`config.mk`:
```
export PLATFORM = sky130hd
export DESIGN_NAME = sram_arbiter
export DESIGN_NICKNAME = d
export VERILOG_FILES = /design/src/rtl/sram_arbiter.sv
export SDC_FILE = /design/constraint.sdc
export NUM_CORES = 1
export LEC_CHECK = 0
export BUFFER_PORTS_ARGS = -buffer_cell sky130_fd_sc_hd__clkbuf_2
export CORE_MARGIN = 2
export CORE_UTILIZATION = 48
export CTS_CLUSTER_DIAMETER = 150
export DETAILED_ROUTE_END_ITERATION = 6
export PLACE_DENSITY_LB_ADDON = 0.25
export SETUP_SLACK_MARGIN = 0.2
export SLEW_MARGIN = 15
export SYNTH_ARGS = -nofsm -noshare
export SYNTH_HDL_FRONTEND = slang
export SYNTH_SLANG_ARGS = --single-unit
```
`constraint.sdc`:
```
create_clock -name bclk -period 2.8 [get_ports bclk]
set_input_delay 0.28 -clock bclk [delete_from_list [all_inputs] [get_ports bclk]]
set_output_delay 0.28 -clock bclk [all_outputs]
set_load 0.01 [all_outputs]
```
`src/rtl/sram_arbiter.sv`:
```
// sram_arbiter: shares one 256Kx16 SRAM between recorder writes and player reads.
// Config macro: SRAM_ARB_REC_PRIO_EN (fixed recorder priority; default round robin).
// Ports:
//   bclk, rst                     clock, async active-high reset
//   rec_req/addr/wdata, rec_ack   recorder write handshake
//   play_req/addr, play_rdata/ack player read handshake
//   sram_addr, sram_dq_i/o/oe     SRAM address and data bus
//   sram_ce_n/oe_n/we_n/ub_n/lb_n SRAM controls, active-low
module sram_arbiter #(
  parameter int ACCESS_CYCLES = 2
) (
  input  logic        bclk,
  input  logic        rst,
  input  logic        rec_req,
  input  logic [17:0] rec_addr,
  input  logic [15:0] rec_wdata,
  output logic        rec_ack,
  input  logic        play_req,
  input  logic [17:0] play_addr,
  output logic [15:0] play_rdata,
  output logic        play_ack,
  output logic [17:0] sram_addr,
  input  logic [15:0] sram_dq_i,
  output logic [15:0] sram_dq_o,
  output logic        sram_dq_oe,
  output logic        sram_ce_n,
  output logic        sram_oe_n,
  output logic        sram_we_n,
  output logic        sram_ub_n,
  output logic        sram_lb_n
);

  typedef enum logic [1:0] {
    IDLE,
    ACCESS,
    ACK
  } state_t;

  localparam logic [3:0] LAST = 4'(ACCESS_CYCLES - 1);

  state_t     state, state_nxt;
  logic [3:0] cnt, cnt_nxt;
  logic       wr, wr_nxt;
  logic       grant;
  logic       pick_rec;
  logic       ce_nxt, oe_nxt, we_nxt, dqoe_nxt;
  logic       rec_ack_nxt, play_ack_nxt;

`ifdef SRAM_ARB_REC_PRIO_EN
  assign pick_rec = rec_req;
`else
  logic lg_play;

  // On a conflict the side that did not win last time gets the bus.
  assign pick_rec = rec_req & (~play_req | lg_play);
`endif

  always_comb begin
    state_nxt    = state;
    cnt_nxt      = cnt;
    wr_nxt       = wr;
    grant        = 1'b0;
    rec_ack_nxt  = 1'b0;
    play_ack_nxt = 1'b0;
    unique case (state)
      IDLE: begin
        if (rec_req | play_req) begin
          grant     = 1'b1;
          wr_nxt    = pick_rec;
          cnt_nxt   = 4'd0;
          state_nxt = ACCESS;
        end
      end
      ACCESS: begin
        if (cnt == LAST) begin
          state_nxt    = ACK;
          rec_ack_nxt  = wr;
          play_ack_nxt = ~wr;
        end else begin
          cnt_nxt = cnt + 4'd1;
        end
      end
      ACK: state_nxt = IDLE;
      default: state_nxt = IDLE;
    endcase
    // Pin values are computed for the coming cycle so every pin is a flop.
    ce_nxt   = (state_nxt != ACCESS);
    oe_nxt   = ~((state_nxt == ACCESS) & ~wr_nxt);
    dqoe_nxt = (state_nxt == ACCESS) & wr_nxt;
    // Last write cycle keeps data on the bus with we_n already high.
    we_nxt   = ~(dqoe_nxt & (cnt_nxt != LAST));
  end

  always_ff @(posedge bclk or posedge rst) begin
    if (rst) begin
      state      <= IDLE;
      cnt        <= 4'd0;
      wr         <= 1'b0;
      rec_ack    <= 1'b0;
      play_ack   <= 1'b0;
      play_rdata <= 16'h0;
      sram_addr  <= 18'h0;
      sram_dq_o  <= 16'h0;
      sram_dq_oe <= 1'b0;
      sram_ce_n  <= 1'b1;
      sram_oe_n  <= 1'b1;
      sram_we_n  <= 1'b1;
      sram_ub_n  <= 1'b1;
      sram_lb_n  <= 1'b1;
    end else begin
      state      <= state_nxt;
      cnt        <= cnt_nxt;
      wr         <= wr_nxt;
      rec_ack    <= rec_ack_nxt;
      play_ack   <= play_ack_nxt;
      sram_dq_oe <= dqoe_nxt;
      sram_ce_n  <= ce_nxt;
      sram_oe_n  <= oe_nxt;
      sram_we_n  <= we_nxt;
      sram_ub_n  <= ce_nxt;
      sram_lb_n  <= ce_nxt;
      if (grant) begin
        sram_addr <= pick_rec ? rec_addr : play_addr;
        if (pick_rec) sram_dq_o <= rec_wdata;
      end
      if (play_ack_nxt) play_rdata <= sram_dq_i;
    end
  end

`ifndef SRAM_ARB_REC_PRIO_EN
  always_ff @(posedge bclk or posedge rst) begin
    if (rst) begin
      lg_play <= 1'b0;
    end else if (grant) begin
      lg_play <= ~pick_rec;
    end
  end
`endif

endmodule

```
==> reports/results.tsv <==
stage	metric	value	unit
synth	async set-reset flop share out of synthesis	1.00	
worst_hold_path	Tightest Hold Check Type	primary input to asynchronous set/reset pin	
finish	area delta synth->final	34.5	%
pwr	sequential power share	0.409	
grt	vias in the first global route	2136	
timing	worst rel slew slack	0.455	
worst_setup_path	Startpoint Class	flip-flop	
place	Post-DP Area	3240	um^2
timing	RSZ-0062 raised after global routing	no	
worst_setup_path	CP max stage cell	dfrtp_1	
grt	met1 GRT Util	0.260	
finish	finished layout cell area	3440	um^2
synth	flop and latch count out of synthesis	64	
detailed_routing	Wirelength per Cell	15.2	um
cts	postcts setup bufs	0	
grt	remaining global-route overflow	0	
timing	worst-margin pin slew	818	ps
finish	Nets	391	
timing	minimum clock period	1880	ps
cts	TritonCTS Buffers	9	
floorplan	Cell Rows	26	
place	HPWL after detailed placement	4300	um
detailed_routing	drt first pass iters	5	
worst_setup_path	Critical Path RT	3020	ps
worst_setup_path	slowest stage delay, CP	430	ps
finish	most frequent cells in the layout	clkbuf_2, dfrtp_1, mux2_2, inv_1, a222oi_1	
finish	commonest non-fill, non-tap cell in the layout	clkbuf_2	
cts	TritonCTS clock tree	built	
pwr	clock power share	0.188	
run	max cap viols	0	
synth	syn_nets	259	
outcome	status	complete, no violations	
detailed_routing	initial drt markers	196	
timing	post-route setup TNS	0	ps
place	Port Buffers	129	
cts	cts hold-fix bufs	0	
place	RD Place Congestion	0.931	
cts	Reg clk slew, reported paths	70	ps
synth	post-synthesis cell count	185	
detailed_routing	antenna-violating nets left	0	
cts	Longest Clk Path Bufs	2	
grt	routing usage on met3	0.0482	
floorplan	die area	5930	um^2
detailed_routing	# DRC	0	
floorplan	Die Width	77.0	um
worst_setup_path	worst path bufs/invs	1	
finish	final core occ	0.670	
pwr	P_int	2.64	mW
synth	Post-synth top flop	dfrtp_1	
synth	Mapped Area	2560	um^2
finish	antenna cells	0	
place	Post-Place Setup Slack	932	ps
grt	antenna violations before repair	0	
synth	Avg Cell Area, Syn	13.8	um^2
cts	Clk Latency, worst-skew pair	340	ps
grt	GRT busiest layer	met2	
timing	Final WS setup	916	ps
pwr	Power Density	1200	nW/um^2
grt	met2 Resource Use GR	0.366	
worst_setup_path	kind of critical path	flip-flop to flip-flop	
synth	Post-synth EDFFs	0	
cts	H-tree level count	3	
floorplan	Core Area	5140	um^2
cts	clk sinks	64	
pwr	combinational fraction of design power	0.403	
timing	worst clock skew	10.5	ps
floorplan	Initial Util	0.498	
grt	Tot GR Track Use	0.216	
cts	Resize count post-CTS	0	
cts	clk root buf	clkbuf_8	
worst_setup_path	critical path endpoint category	flip-flop	
floorplan	Boundary Pins	130	
pwr	NetSw	1.49	mW
timing	f_max	0.531	GHz
finish	share of cells above drive strength 1	0.581	
timing	Pins Over Slew Limit	0	
detailed_routing	Post-Route WL	5950	um
synth	Synth warnings	0	
worst_setup_path	Crit path arrival time	2110	ps
timing	fin crit share	0.673	
grt	largest net degree at the start of global routing	65	
worst_setup_path	R2R Setup Slk	920	ps
detailed_routing	Vias	2068	
synth	Seq/Total Area, Yosys	0.627	
detailed_routing	vias per cell	5.28	
pwr	Leakage	1.82	nW
pwr	Switching Share	0.361	
worst_setup_path	cells along the critical path	nor2_1 -> and3_1 -> buf_4 -> mux2_2	
timing	Fin. Hold Viols	0	
worst_setup_path	CP max FO	28	
synth	Netlist cell types	29	
timing	final number of setup-violating endpoints	0	
pwr	Max IR drop VDD	0.000631	V
floorplan	die height	77.0	um
worst_setup_path	Worst path top cell family by delay	simple AND/OR/NAND/NOR gates	
grt	first-pass GRT wire length	10100	um
registers in the layout (all words and copies together) (netlist names), 2 cells and up:
| signal | flops |
|---|---|
| play_rdata | 16 |
| cnt | 4 |
| sram_addr | 18 |
| sram_dq_o | 16 |
| state | 2 |
synthesized netlist by cell type (all sizes together), types with 2 or more instances:
cell,instances,area share
a21oi,2,0.0039
a222oi,18,0.070
and3,2,0.0049
buf,8,0.027
clkbuf,4,0.0059
dfrtp,61,0.60
dfstp,3,0.031
ha,2,0.0098
inv,21,0.031
mux2,32,0.14
nand2,2,0.0029
nand2b,4,0.013
nand3,3,0.0059
nor2,3,0.0044
nor2b,3,0.0073
nor3,2,0.0039
o21ai,7,0.014
final cells by class:
type	instances	area [um^2]
tap	70	87.6
clock inverter	2	10.0
fill	434	1700
inverter	21	78.8
multi-input combinational	88	792
timing repair buffer	133	676
sequential	64	1610
clock buffer	14	193
power groups by stage:
stage / logic (mW) / registers [mW] / clock network [mW]
2_1_floorplan: 0.907 / 1.83 / 0
3_3_place_gp: 1.63 / 1.68 / 0
3_5_place_dp: 1.68 / 1.70 / 0
4_1_cts: 1.68 / 1.69 / 0.794
5_1_grt: 1.83 / 1.75 / 0.832
6_report: 1.66 / 1.69 / 0.775
stage by stage:
stage	cells	hold slack [ps]	power (mW)
2_1_floorplan	185	405	2.74
3_3_place_gp	376	489	3.31
3_5_place_dp	376	492	3.38
4_1_cts	392	143	4.17
5_1_grt	392	159	4.42
6_report	392	133	4.13
final timing paths:
path / from / cells after the start / to
worst max-delay path: state[0] / 4 / sram_dq_o[1]
worst min-delay path: rst / 3 / sram_dq_o[2]
worst max register to register: state[0] / 4 / sram_dq_o[1]
worst min register to register: sram_dq_o[0] / 1 / sram_dq_o[0]
max in group asynchronous: rst / 3 / sram_dq_o[4]
min in group bclk: play_addr[1] / 3 / sram_addr[1]
logic make-up after synthesis:
| family | count (synthesis) | share of synthesized area |
|---|---|---|
| buffers and inverters | 33 | 0.0635 |
| adders and majority gates | 2 | 0.00977 |
| DFF | 64 | 0.627 |
| AOI/OAI and AO/OA | 33 | 0.106 |
| muxes | 32 | 0.141 |
| and+or+nand+nor | 21 | 0.0528 |
routing by layer:
| metal | vias to the layer above | wire length (um) |
|---|---|---|
| met5 | - | 0 |
| met4 | 0 | 114 |
| met2 | 79 | 3130 |
| met3 | 14 | 364 |
| met1 | 1038 | 2340 |
| li1 | 937 | - |
tightest hold or removal path, stage by stage:
cell and delay [ps]:
clkbuf_2 80, inv_2 30, buf_4 580
No activity file was read; power rests on OpenSTA's default activity.
